### src/rtl/alu_seq.sv
// Sequential ALU: ADD/SUB/AND/XOR/OR/SLT single-cycle, MUL by shift-add.
// Define ALU_FLAGS_EN to add registered zero/negative/carry outputs.
module alu_seq #(
  parameter int WIDTH = 64
) (
  input  logic             clk,
  input  logic             rst,
  input  logic             in_valid,
  output logic             in_ready,
  input  logic [WIDTH-1:0] a,
  input  logic [WIDTH-1:0] b,
  input  logic [2:0]       select,
  output logic             out_valid,
  input  logic             out_ready,
  output logic [WIDTH-1:0] s,
`ifdef ALU_FLAGS_EN
  output logic             zero,
  output logic             negative,
  output logic             carry,
`endif
  output logic             overflow
);

  localparam int CW = $clog2(WIDTH) + 1;

  localparam logic [2:0] OP_ADD = 3'b000;
  localparam logic [2:0] OP_SUB = 3'b001;
  localparam logic [2:0] OP_AND = 3'b010;
  localparam logic [2:0] OP_XOR = 3'b011;
  localparam logic [2:0] OP_OR  = 3'b100;
  localparam logic [2:0] OP_SLT = 3'b101;
  localparam logic [2:0] OP_MUL = 3'b110;

  typedef enum logic [1:0] {
    IDLE,
    MUL,
    DONE
  } state_t;

  state_t             state_q, state_d;
  logic [WIDTH-1:0]   s_q, s_d;
  logic               ovf_q, ovf_d;
  logic [WIDTH-1:0]   mcand_q, mcand_d;
  logic [2*WIDTH-1:0] acc_q, acc_d;
  logic [CW-1:0]      cnt_q, cnt_d;

  // Single-cycle datapath works straight off the input operands
  logic [WIDTH-1:0] b_opnd;
  logic             cin;
  logic [WIDTH:0]   sum_w;
  logic             msb_cin;
  logic             add_ovf;
  logic [WIDTH-1:0] alu_res;
  logic             alu_ovf;

  always_comb begin
    cin     = (select == OP_SUB);
    b_opnd  = cin ? ~b : b;
    sum_w   = {1'b0, a} + {1'b0, b_opnd}
            + {{WIDTH{1'b0}}, cin};
    msb_cin = a[WIDTH-1] ^ b_opnd[WIDTH-1]
            ^ sum_w[WIDTH-1];
    add_ovf = sum_w[WIDTH] ^ msb_cin;
  end

  always_comb begin
    alu_res = '0;
    alu_ovf = 1'b0;
    unique case (select)
      OP_ADD, OP_SUB: begin
        alu_res = sum_w[WIDTH-1:0];
        alu_ovf = add_ovf;
      end
      OP_AND: alu_res = a & b;
      OP_XOR: alu_res = a ^ b;
      OP_OR:  alu_res = a | b;
      OP_SLT: alu_res = {{(WIDTH-1){1'b0}},
                         $signed(a) < $signed(b)};
      default: begin
        alu_res = '0;
        alu_ovf = 1'b0;
      end
    endcase
  end

  // One multiplier bit per step: add multiplicand into the high half,
  // then shift the whole accumulator right, consuming b from the bottom.
  logic [WIDTH:0]     part_w;
  logic [2*WIDTH-1:0] acc_step;

  always_comb begin
    part_w   = {1'b0, acc_q[2*WIDTH-1:WIDTH]}
             + (acc_q[0] ? {1'b0, mcand_q} : '0);
    acc_step = {part_w, acc_q[WIDTH-1:1]};
  end

  logic             res_load;
  logic [WIDTH-1:0] res_val;
  logic             res_ovf;
`ifdef ALU_FLAGS_EN
  logic             res_carry;
  logic             zero_q, zero_d;
  logic             neg_q, neg_d;
  logic             carry_q, carry_d;
`endif

  always_comb begin
    state_d  = state_q;
    mcand_d  = mcand_q;
    acc_d    = acc_q;
    cnt_d    = cnt_q;
    res_load = 1'b0;
    res_val  = '0;
    res_ovf  = 1'b0;
`ifdef ALU_FLAGS_EN
    res_carry = 1'b0;
`endif
    unique case (state_q)
      IDLE: begin
        if (in_valid) begin
          mcand_d = a;
          if (select == OP_MUL) begin
            acc_d   = {{WIDTH{1'b0}}, b};
            cnt_d   = '0;
            state_d = MUL;
          end else begin
            res_load = 1'b1;
            res_val  = alu_res;
            res_ovf  = alu_ovf;
`ifdef ALU_FLAGS_EN
            res_carry = (select == OP_ADD ||
                         select == OP_SUB) &&
                        sum_w[WIDTH];
`endif
            state_d  = DONE;
          end
        end
      end
      MUL: begin
        acc_d = acc_step;
        cnt_d = cnt_q + CW'(1);
        if (cnt_q == CW'(WIDTH - 1)) begin
          res_load = 1'b1;
          res_val  = acc_step[WIDTH-1:0];
          res_ovf  = |acc_step[2*WIDTH-1:WIDTH];
          cnt_d    = '0;
          state_d  = DONE;
        end
      end
      DONE: begin
        if (out_ready) state_d = IDLE;
      end
      default: state_d = IDLE;
    endcase
  end

  always_comb begin
    s_d   = res_load ? res_val : s_q;
    ovf_d = res_load ? res_ovf : ovf_q;
`ifdef ALU_FLAGS_EN
    zero_d  = res_load ? (res_val == '0) : zero_q;
    neg_d   = res_load ? res_val[WIDTH-1] : neg_q;
    carry_d = res_load ? res_carry : carry_q;
`endif
  end

  always_ff @(posedge clk or posedge rst) begin
    if (rst) begin
      state_q <= IDLE;
      s_q     <= '0;
      ovf_q   <= 1'b0;
      mcand_q <= '0;
      acc_q   <= '0;
      cnt_q   <= '0;
`ifdef ALU_FLAGS_EN
      zero_q  <= 1'b0;
      neg_q   <= 1'b0;
      carry_q <= 1'b0;
`endif
    end else begin
      state_q <= state_d;
      s_q     <= s_d;
      ovf_q   <= ovf_d;
      mcand_q <= mcand_d;
      acc_q   <= acc_d;
      cnt_q   <= cnt_d;
`ifdef ALU_FLAGS_EN
      zero_q  <= zero_d;
      neg_q   <= neg_d;
      carry_q <= carry_d;
`endif
    end
  end

  assign in_ready  = (state_q == IDLE);
  assign out_valid = (state_q == DONE);
  assign s         = s_q;
  assign overflow  = ovf_q;
`ifdef ALU_FLAGS_EN
  assign zero      = zero_q;
  assign negative  = neg_q;
  assign carry     = carry_q;
`endif

endmodule

### config.mk
export PLATFORM = sky130hd
export DESIGN_NAME = alu_seq
export DESIGN_NICKNAME = d
export VERILOG_FILES = /design/src/rtl/alu_seq.sv
export SDC_FILE = /design/constraint.sdc
export NUM_CORES = 1
export LEC_CHECK = 0
export ABC_CLOCK_PERIOD_IN_PS = 11630
export BUFFER_PORTS_ARGS = -buffer_cell sky130_fd_sc_hd__buf_2
export CORE_MARGIN = 3
export CORE_UTILIZATION = 25
export DETAILED_ROUTE_END_ITERATION = 16
export HOLD_SLACK_MARGIN = 0.12
export PLACE_DENSITY_LB_ADDON = 0.1
export SLEW_MARGIN = 40
export SYNTH_ARGS = -nofsm -noshare
export SYNTH_HDL_FRONTEND = slang
export SYNTH_SLANG_ARGS = --single-unit
### constraint.sdc
create_clock -name clk -period 11.63 [get_ports clk]
set_input_delay 2.326 -clock clk [delete_from_list [all_inputs] [get_ports clk]]
set_output_delay 2.326 -clock clk [all_outputs]
set_load 0.005 [all_outputs]
# Yosys cells after proc, flatten, opt, wreduce, memory -nomap -nowiden
# Cells that the tools add are included.
[word_totals]
out_inout_bits = 67
regBits = 266
word_cells = 67
in_bits = 135
[op_classes]
n_eq_ne = 13
muxes = 28
reduce_logical = 8
addsub = 4
order_cmp = 1
bitwise = 7
[ops]
columns = ["operator", "count"]
rows = [
  ["64-bit two-way mux", 5],
  ["64-bit one-hot mux with 5 select lines", 1],
  ["128-bit two-way mux", 2],
  ["128-bit one-hot mux with 2 select lines", 1],
  ["64-bit by 64-bit adder with 65-bit output", 2],
  ["64-bit one-hot mux with 2 select lines", 1],
  ["65-bit by 1-bit adder with 65-bit output", 1],
  ["64-bit bitwise AND", 1],
  ["64-bit < comparator", 1],
  ["64-bit NOT", 1],
  ["64-bit OR", 1],
  ["64-bit OR reduction", 1],
  ["64-bit XOR", 1],
  ["7-bit two-way mux", 3],
  ["7-bit one-hot mux with 2 select lines", 1],
  ["3-bit == test (second input constant)", 3],
  ["2-bit two-way mux", 4],
  ["7-bit by 1-bit adder with 7-bit output (second input constant)", 1],
  ["7-bit by 6-bit == test with 1-bit output (second input constant)", 1],
  ["1-bit two-way mux", 7],
  ["3-bit by 2-bit == test with 1-bit output (second input constant)", 2],
  ["2-bit one-hot mux with 3 select lines", 1],
  ["3-bit AND reduction", 2],
  ["2-bit by 1-bit != test with 1-bit output (second input constant)", 2],
  ["11 further kinds", 15],
]

# Logic depth before layout (Yosys ltp)
# Gate-level depths: netlist of run 1.
[logic_depth]
word_depth = 10
mapped_depth = 20
mapped_depth_nobuf = 17

# Worst setup path before layout of run 1
# OpenSTA, ideal clock, no wires.
[synth_path]
path_kind = "in2reg"
start = "input select[0]"
end = "register s_q[42] (netlist: s[42])"
n_path_buf = 4
setup_time_ns = 0.135
required_ns = 11.495
arrival_ns = 6.255
stages = 20
slack_ns = 5.241
cell_sequence = "buf_2 -> inv_1 -> nor3_1 -> clkbuf_1 -> buf_1 -> xnor2_1 -> ha_1 -> clkbuf_1 -> nand2_1 -> o21ai_0 -> a21boi_0 -> o21a_1 -> o41a_1 -> or2_2 -> nor4_1 -> nor2_1 -> o21ai_0 -> xor2_1 -> a221oi_1 -> o22ai_1"
[synth_between]
elab_chain_len = 8
elab_cells_between_ends = 18
classes_between = "add/sub (2); eq/ne (6); mux (8); reduce/logical (2)"
[synth_rtl]
columns = ["element", "line", "text"]
rows = [
  ["start, declared", "12", "input logic [2:0] select,"],
  ["3-bit by 1-bit == test with 1-bit output", "57, 69", ""],
  ["64-bit two-way mux", "58", "b_opnd = cin ? ~b : b;"],
  ["64-bit by 64-bit adder with 65-bit output", "59", "sum_w = {1'b0, a} + {1'b0, b_opnd}"],
  ["65-bit by 1-bit adder with 65-bit output", "60", "+ {{WIDTH{1'b0}}, cin};"],
  ["64-bit one-hot mux with 5 select lines", "69", "unique case (select)"],
  ["64-bit two-way mux", "122", "if (select == OP_MUL) begin"],
  ["64-bit two-way mux", "120", "if (in_valid) begin"],
  ["64-bit one-hot mux with 2 select lines", "118", "unique case (state_q)"],
  ["end signal, assigned", "170", "s_q <= '0;"],
  ["end signal, assigned", "182", "s_q <= s_d;"],
  ["end, declared", "41", "logic [WIDTH-1:0] s_q, s_d;"],
]
# Parallel ways exist; a longest one is shown, timed or not.
# A chain may end at the register's enable or synchronous reset.

# Final worst setup path of run 1
[layout_path]
start = "input select[0]"
end = "register s_q[62] (netlist: s[62])"
# Same word-level chain as after synthesis.

==> reports/results.tsv, run 1 <==
metric	value	unit
initial antenna violation count	21	
unrepaired setup endpoints after global routing	false	
Multi-input gate area	16480	um^2
syn_area_per_cell	7.896	um^2
average wire per standard cell	22.65	um
worst slew pin tran	0.7717	ns
Buf/Inv on CP	4	
worst min-delay path category	reg2reg	
main flop type after synthesis	dfrtp_1	
P&R area growth vs syn	14.84	%
effective utilization at floorplan	25.24	%
Synth async-reset ratio	100.0	%
fin crit share	61.75	%
Post-synth EDFFs	0	
power per cell area	183.9	nW/um^2
global-route wire length before repair	154.3	mm
cell area after synthesis	24440	um^2
placed standard-cell area	26710	um^2
register area	6656	um^2
Core Util, Final	28.98	%
final net count	3660	
top area cells in the synthesized netlist	dfrtp_1 (27%), ha_1 (17%), a21oi_1 (6.4%)	
Port Buffers	201	
path type of the worst setup path	in2reg	
commonest cells in the netlist	nand2_1 (346), ha_1 (332), nor2_1 (325), a21oi_1 (315), dfrtp_1 (266)	
Leak	12.89	nW
CTS tree	built	
maxcap violations	0	
cts repair resizes	0	
Period minus WS final	7.182	ns
htree depth	2	
sequential fraction of the synthesis area	27.23	%
row cnt	114	
Syn Inst Count	3096	
clk_lat worst skew	0.57	ns
Vias/cell	5.162	
initial DRC count	1543	
Slew headroom	48.56	%
critical path's largest stage delay	0.61	ns
die area	101600	um^2
VDD IR max	0.08679	mV
post-route setup TNS	0	ns
final WL	102.1	mm
CTS clk-pin slew, worst paths	0.06	ns
GP Congestion	0.8518	
CP required	12.12	ns
top-count cell post-synth	nand2_1	
Remaining Overflow, GRT	0	
number of filler cells placed in the layout	10510	
number of buffers created by CTS	38	
Worst Hold Slack	0.4687	ns
post-route ant nets	0	
most used cell, CP	a21oi_1	
hold_buf cts	0	
# DRC	0	
DR vias	23264	
CTS root buf	clkbuf_16	
GRT Util Overall	19.67	%
post-synth top area share	27.23	%
setup violators final	0	
Final Cell Area	28070	um^2
critical path's slowest cell	buf_4	
CP Capture Type	register	
ratio of cells with drive above 1 in the final layout	10.41	%
pin count of the biggest net entering global routing	90	
First-pass DRT Iterations	7	
CP top delay family	compound AO/OA/AOI/OAI gates	
Clock Sinks	266	
Achievable Freq	139.2	MHz
die height	318.7	um
hpwl dp	77.35	mm
outcome	complete, no violations	
Die Wd	318.7	um
synth unique cells	80	
vias in the first global route	23370	
Yosys reg bits	266	
Yosys warning count	0	
Post-CTS Setup Repair Bufs	0	
Final Hold Fails	0	
Max FO, Critical Path	37	
max-slew violation count	0	
area leader, netlist	dfrtp_1	
clock tree buffer depth	3	
worst path cell trace	buf_2 -> inv_1 -> nor3_2 -> buf_4 -> buf_4 -> xnor2_1 -> ha_1 -> a21oi_1 -> o211ai_1 -> o22ai_1 -> o21ai_0 -> a41o_1 -> a21oi_1 -> o31ai_1 -> a21o_1 -> a21oi_1 -> o21ai_0 -> a211o_1 -> a31oi_1	
Ports	202	
clock skew	0.01767	ns
CP arrival	7.67	ns
crit path launch type	input port	
syn_nets	3565	
Core Footprint	96850	um^2
-- worst min-delay path, cell delays in order, from the launching register on --
cell	delay, ns
dfrtp_1	0.33
nand2_1	0.05
o21ai_0	0.06
-- flip-flops by register name (all words and copies together), names as in the netlist --
| signal | count |
|---|---|
| acc_q | 128 |
| cnt_q | 7 |
| mcand_q | 64 |
| overflow | 1 |
| s | 64 |
| state_q | 2 |
-- final timing paths --
path / start / end / slack (ns) / cells after the start
max reg2reg: acc_q[0]$_DFFE_PP0P_ / overflow$_DFFE_PP0P_ / 5.87 / 18
min in group asynchronous: rst / acc_q[87]$_DFFE_PP0P_ / 1.70 / 2
min: mcand_q[32]$_DFFE_PP0P_ / mcand_q[32]$_DFFE_PP0P_ / 0.47 / 2
min reg2reg: mcand_q[32]$_DFFE_PP0P_ / mcand_q[32]$_DFFE_PP0P_ / 0.47 / 2
max: select[0] / s[62]$_DFFE_PP0P_ / 4.45 / 19
max in group asynchronous: rst / acc_q[57]$_DFFE_PP0P_ / 8.58 / 4
-- stage by stage --
| step | setup WS (ns) | cells | power, mW |
|---|---|---|---|
| floorplan | 1.979 | 3096 | 3.087 |
| global placement | 4.041 | 4424 | 3.947 |
| detailed placement | 3.898 | 4425 | 3.941 |
| CTS | 4.510 | 4493 | 5.217 |
| global route | 4.145 | 4495 | 5.556 |
| finish | 4.448 | 4507 | 5.163 |
-- report_power, final --
part	switching [mW]	internal (mW)	leakage, nW	total [mW]
Clock	0.500	0.725	0.613	1.23
Sequential	0.275	1.25	3.32	1.52
Combinational	1.51	0.910	8.96	2.42
-- area by class of cell --
class | instances | area share, %
Antenna cell | 12 | 0.1070
Clock buffer | 55 | 3.904
Clock inverter | 13 | 0.6062
Inverter | 197 | 2.661
Multi-Input combinational cell | 2459 | 58.72
Sequential cell | 266 | 23.71
Tap cell | 1276 | 5.687
Timing Repair Buffer | 229 | 4.600
-- layer usage --
layer,global-route usage [%],vias up,part of all wire (%)
li1,-,11176,-
met1,27.68,11328,47
met2,31.63,647,45
met3,3.368,107,5.8
met4,3.817,6,1.9
met5,0,-,0.043
-- placed cells by master, fill, tap and decap left out, types with 11 or more instances in the layout --
cell type,synthesis,final
a21o_1,44,44
a21oi_1,315,315
a221oi_1,62,62
a22o_1,50,50
a31oi_1,81,81
and2_1,72,71
and3_1,11,11
buf_2,3,201
buf_4,0,17
clkbuf_16,0,39
dfrtp_1,266,266
diode_2,0,12
ha_1,332,332
inv_1,197,196
nand2_1,346,342
nand2b_1,17,15
nand3_1,36,36
nand4_1,37,37
nor2_1,325,323
nor2b_1,17,14
nor3_1,27,26
nor4_1,23,23
o211ai_1,12,12
o21a_1,15,15
o21ai_0,193,193
o21bai_1,39,39
o22ai_1,53,53
o31ai_1,17,17
xnor2_1,137,137
xor2_1,39,39
-- cells by family (layout without fill, tap and decap cells) --
family	count (synthesis)	count (layout)	synth area share (%)
compound gates	983	983	25.58
buf+inv	371	494	5.743
xor+xnor	176	176	6.306
mux	9	9	0.3737
flops	266	266	27.23
fa+ha+maj	334	334	17.16
other cells	0	12	0
simple gates	957	957	17.61
Note: power is estimated with default switching activity, not from simulation.
==> run 2: changes to the inputs <==
--- a/config.mk
+++ b/config.mk
@@ -5,7 +5,7 @@
 export SDC_FILE = /design/constraint.sdc
 export NUM_CORES = 1
 export LEC_CHECK = 0
-export ABC_CLOCK_PERIOD_IN_PS = 11630
+export ABC_CLOCK_PERIOD_IN_PS = 7100
 export BUFFER_PORTS_ARGS = -buffer_cell sky130_fd_sc_hd__buf_2
 export CORE_MARGIN = 3
 export CORE_UTILIZATION = 25
==> constraint.sdc (replaced) <==
create_clock -name clk -period 7.1 [get_ports clk]
set_input_delay 1.42 -clock clk [delete_from_list [all_inputs] [get_ports clk]]
set_output_delay 1.42 -clock clk [all_outputs]
set_load 0.005 [all_outputs]
==> run 2 against run 1 <==
  * Final cell count increased by 0.18%
  * Clock power increased by 61%
  * Critical path depth decreased by 4
  * Critical path type is now reg2reg
  * Critical endpoint is now overflow$_DFFE_PP0P_
  * Largest cell class unchanged
==> reports/results.tsv, run 2 (synthesized netlist as in run 1, its figures left out) <==
metric	value	unit	change
GRT Util Overall	19.76	%	+0.096 points
max layer used	met5		
Hold Path Stages	2		unchanged
Port Buffers	201		unchanged
CP arrival	6.12	ns	-1.55 ns
CP required	7.57	ns	-4.55 ns
Core Footprint	96850	um^2	unchanged
htree depth	2		unchanged
internal power	4.708	mW	+63%
max-slew violation count	0		unchanged
P&R area growth vs syn	15.17	%	
global-route wire length before repair	153.8	mm	-0.33%
VDD IR max	0.1540	mV	+77%
initial DRC count	1588		+2.9%
worst slack at placement	0.7544	ns	-3.143 ns
row cnt	114		unchanged
number of filler cells placed in the layout	10416		-0.89%
Gate power share	47.1	%	+0.3 points
ratio of cells with drive above 1 in the final layout	10.60	%	+0.19 points
wl on met1	48.24	mm	-0.26%
outcome	complete, no violations		
clock skew	0.01674	ns	-0.0009221 ns
Reg power frac	29.5	%	about the same
power per cell area	299.9	nW/um^2	+63%
fin crit share	79.62	%	
Worst Hold Path EP	mcand_q[0]$_DFFE_PP0P_		
average wire per standard cell	22.79	um	+0.63%
Hold Path Origin	mcand_q[0]$_DFFE_PP0P_		
Clock Sinks	266		unchanged
post-route setup TNS	0	ns	unchanged
Slew headroom	45.54	%	-3.0 points
worst min-delay path category	reg2reg		
Remaining Overflow, GRT	0		unchanged
Period minus WS final	5.653	ns	
Max FO, Critical Path	32		-14%
Vias/cell	5.152		-0.18%
setup violators final	0		unchanged
final net count	3671		+0.30%
effective utilization at floorplan	25.24	%	unchanged
CTS root buf	clkbuf_16		
Post-CTS Setup Repair Bufs	0		unchanged
die area	101600	um^2	unchanged
clock power share	23.4	%	-0.3 points
post-route ant nets	0		unchanged
First-pass DRT Iterations	5		-2
pin count of the biggest net entering global routing	132		+47%
worst slew pin tran	0.8169	ns	+0.04524 ns
path type of the worst setup path	reg2reg		
# DRC	0		unchanged
Die Wd	318.7	um	unchanged
vias in the first global route	23711		+1.5%
Top reg by flops	acc_q		
Leak	12.93	nW	+0.33%
most used cell, CP	nand4_1		
Largest register FFs	128		unchanged
clock tree buffer depth	3		unchanged
met3 WL	6.200	mm	+3.9%
Total Power	8.442	mW	+64%
DR vias	23263		-0.0043%
most common library cell in the layout ignoring fill and taps	nand2_1		
Reg2Reg Launch Point	acc_q[0]$_DFFE_PP0P_		
Ports	202		unchanged
Final Hold Fails	0		unchanged
hpwl dp	77.67	mm	+0.41%
Met2 Wirelength	45.93	mm	+0.37%
number of buffers created by CTS	40		+5.3%
die height	318.7	um	unchanged
Worst Hold Slack	0.4721	ns	+0.003396 ns
initial antenna violation count	28		+33%
CTS tree	built		
unrepaired setup endpoints after global routing	false		
final worst slack	1.447	ns	-3.001 ns
R2R Path End	overflow$_DFFE_PP0P_		
GP Congestion	0.8903		+4.5%
critical path's largest stage delay	0.52	ns	-0.09 ns
CP Capture Type	register		
worst r2r path cells	15		-3
Core Util, Final	29.07	%	+0.083 points
worst path cell trace	buf_4 -> and2_1 -> ha_1 -> nand4_1 -> nor3_2 -> nand3_1 -> o211ai_1 -> nand3b_1 -> a21boi_0 -> o21ai_0 -> a2111oi_2 -> or4b_1 -> nor4b_2 -> nand4_1 -> a21o_1		
hold_buf cts	0		unchanged
R2R Setup Slk	1.45	ns	-4.42 ns
cts repair resizes	0		unchanged
most frequent cells in the layout	nand2_1 (343), ha_1 (332), nor2_1 (323)		
critical path's slowest cell	or4b_1		
Switch Pwr	3.734	mW	+64%
clk_lat worst skew	0.58	ns	about the same
Achievable Freq	176.9	MHz	
crit path launch type	register		
maxcap violations	0		unchanged
Sw Ratio	44.23	%	+0.047 points
CTS clk-pin slew, worst paths	0.06	ns	about the same
final WL	102.9	mm	+0.81%
-- run 2: changes by cell type in the layout (fill, tap and decap cells not counted), sizes merged --
cell / previous run / this run
buf: 229 / 238
bufinv: 3 / 1
clkbuf: 55 / 56
clkinvlp: 3 / 4
diode: 12 / 13
inv: 200 / 198
-- run 2: area by class of cell --
class                           instances  area [um^2]  share of cell area, %
Timing Repair Buffer                  238         1400                  4.973
Clock inverter                         10        93.84                 0.3333
Sequential cell                       266         6656                  23.64
Tap cell                             1276         1597                  5.671
Inverter                              197        743.2                  2.640
Multi-Input combinational cell       2459        16480                  58.53
Antenna cell                           13        32.53                 0.1156
Clock buffer                           56         1152                  4.093
-- run 2: power by group through the flow --
stage / Combinational (mW) / Clock [mW] / Sequential, mW
finish: 3.97 / 1.98 / 2.49
CTS: 3.99 / 2.06 / 2.50
detailed placement: 3.97 / 0 / 2.52
global placement: 3.96 / 0 / 2.52
global route: 4.43 / 2.10 / 2.57
floorplan: 2.73 / 0 / 2.33
-- run 2: worst max-delay path by stage --
stage,start,end,slack (ns),cells after the start
floorplan,select[0],s[42]$_DFFE_PP0P_,1.62,20
global placement,select[1],s[58]$_DFFE_PP0P_,0.74,18
detailed placement,select[1],s[62]$_DFFE_PP0P_,0.75,18
CTS,select[1],s[62]$_DFFE_PP0P_,1.38,18
global route,select[1],s[58]$_DFFE_PP0P_,0.92,18
finish,acc_q[0]$_DFFE_PP0P_,overflow$_DFFE_PP0P_,1.45,15
-- run 2: through the flow --
step | instance area, um^2 | std cells
after floorplan | 24450 | 3096
after global routing | 28120 | 4504
after global placement | 26730 | 4430
after detailed placement | 26800 | 4433
after CTS | 28050 | 4499
final | 28150 | 4515
-- run 2: layer usage --
metal	vias up	global-route usage, %
met5	-	0
met3	129	3.896
met1	11355	27.31
met4	14	5.189
met2	580	31.39
li1	11185	-
-- run 2: critical path, delay by kind of cell (launching register included) --
kind                     cells  cell delay, ns
AND/OR/NAND/NOR              8            2.47
AO/OA/AOI/OAI                5            1.80
adder cells (fa/ha/maj)      1            0.48
flip-flops                   1            0.46
buffers and inverters        1            0.27
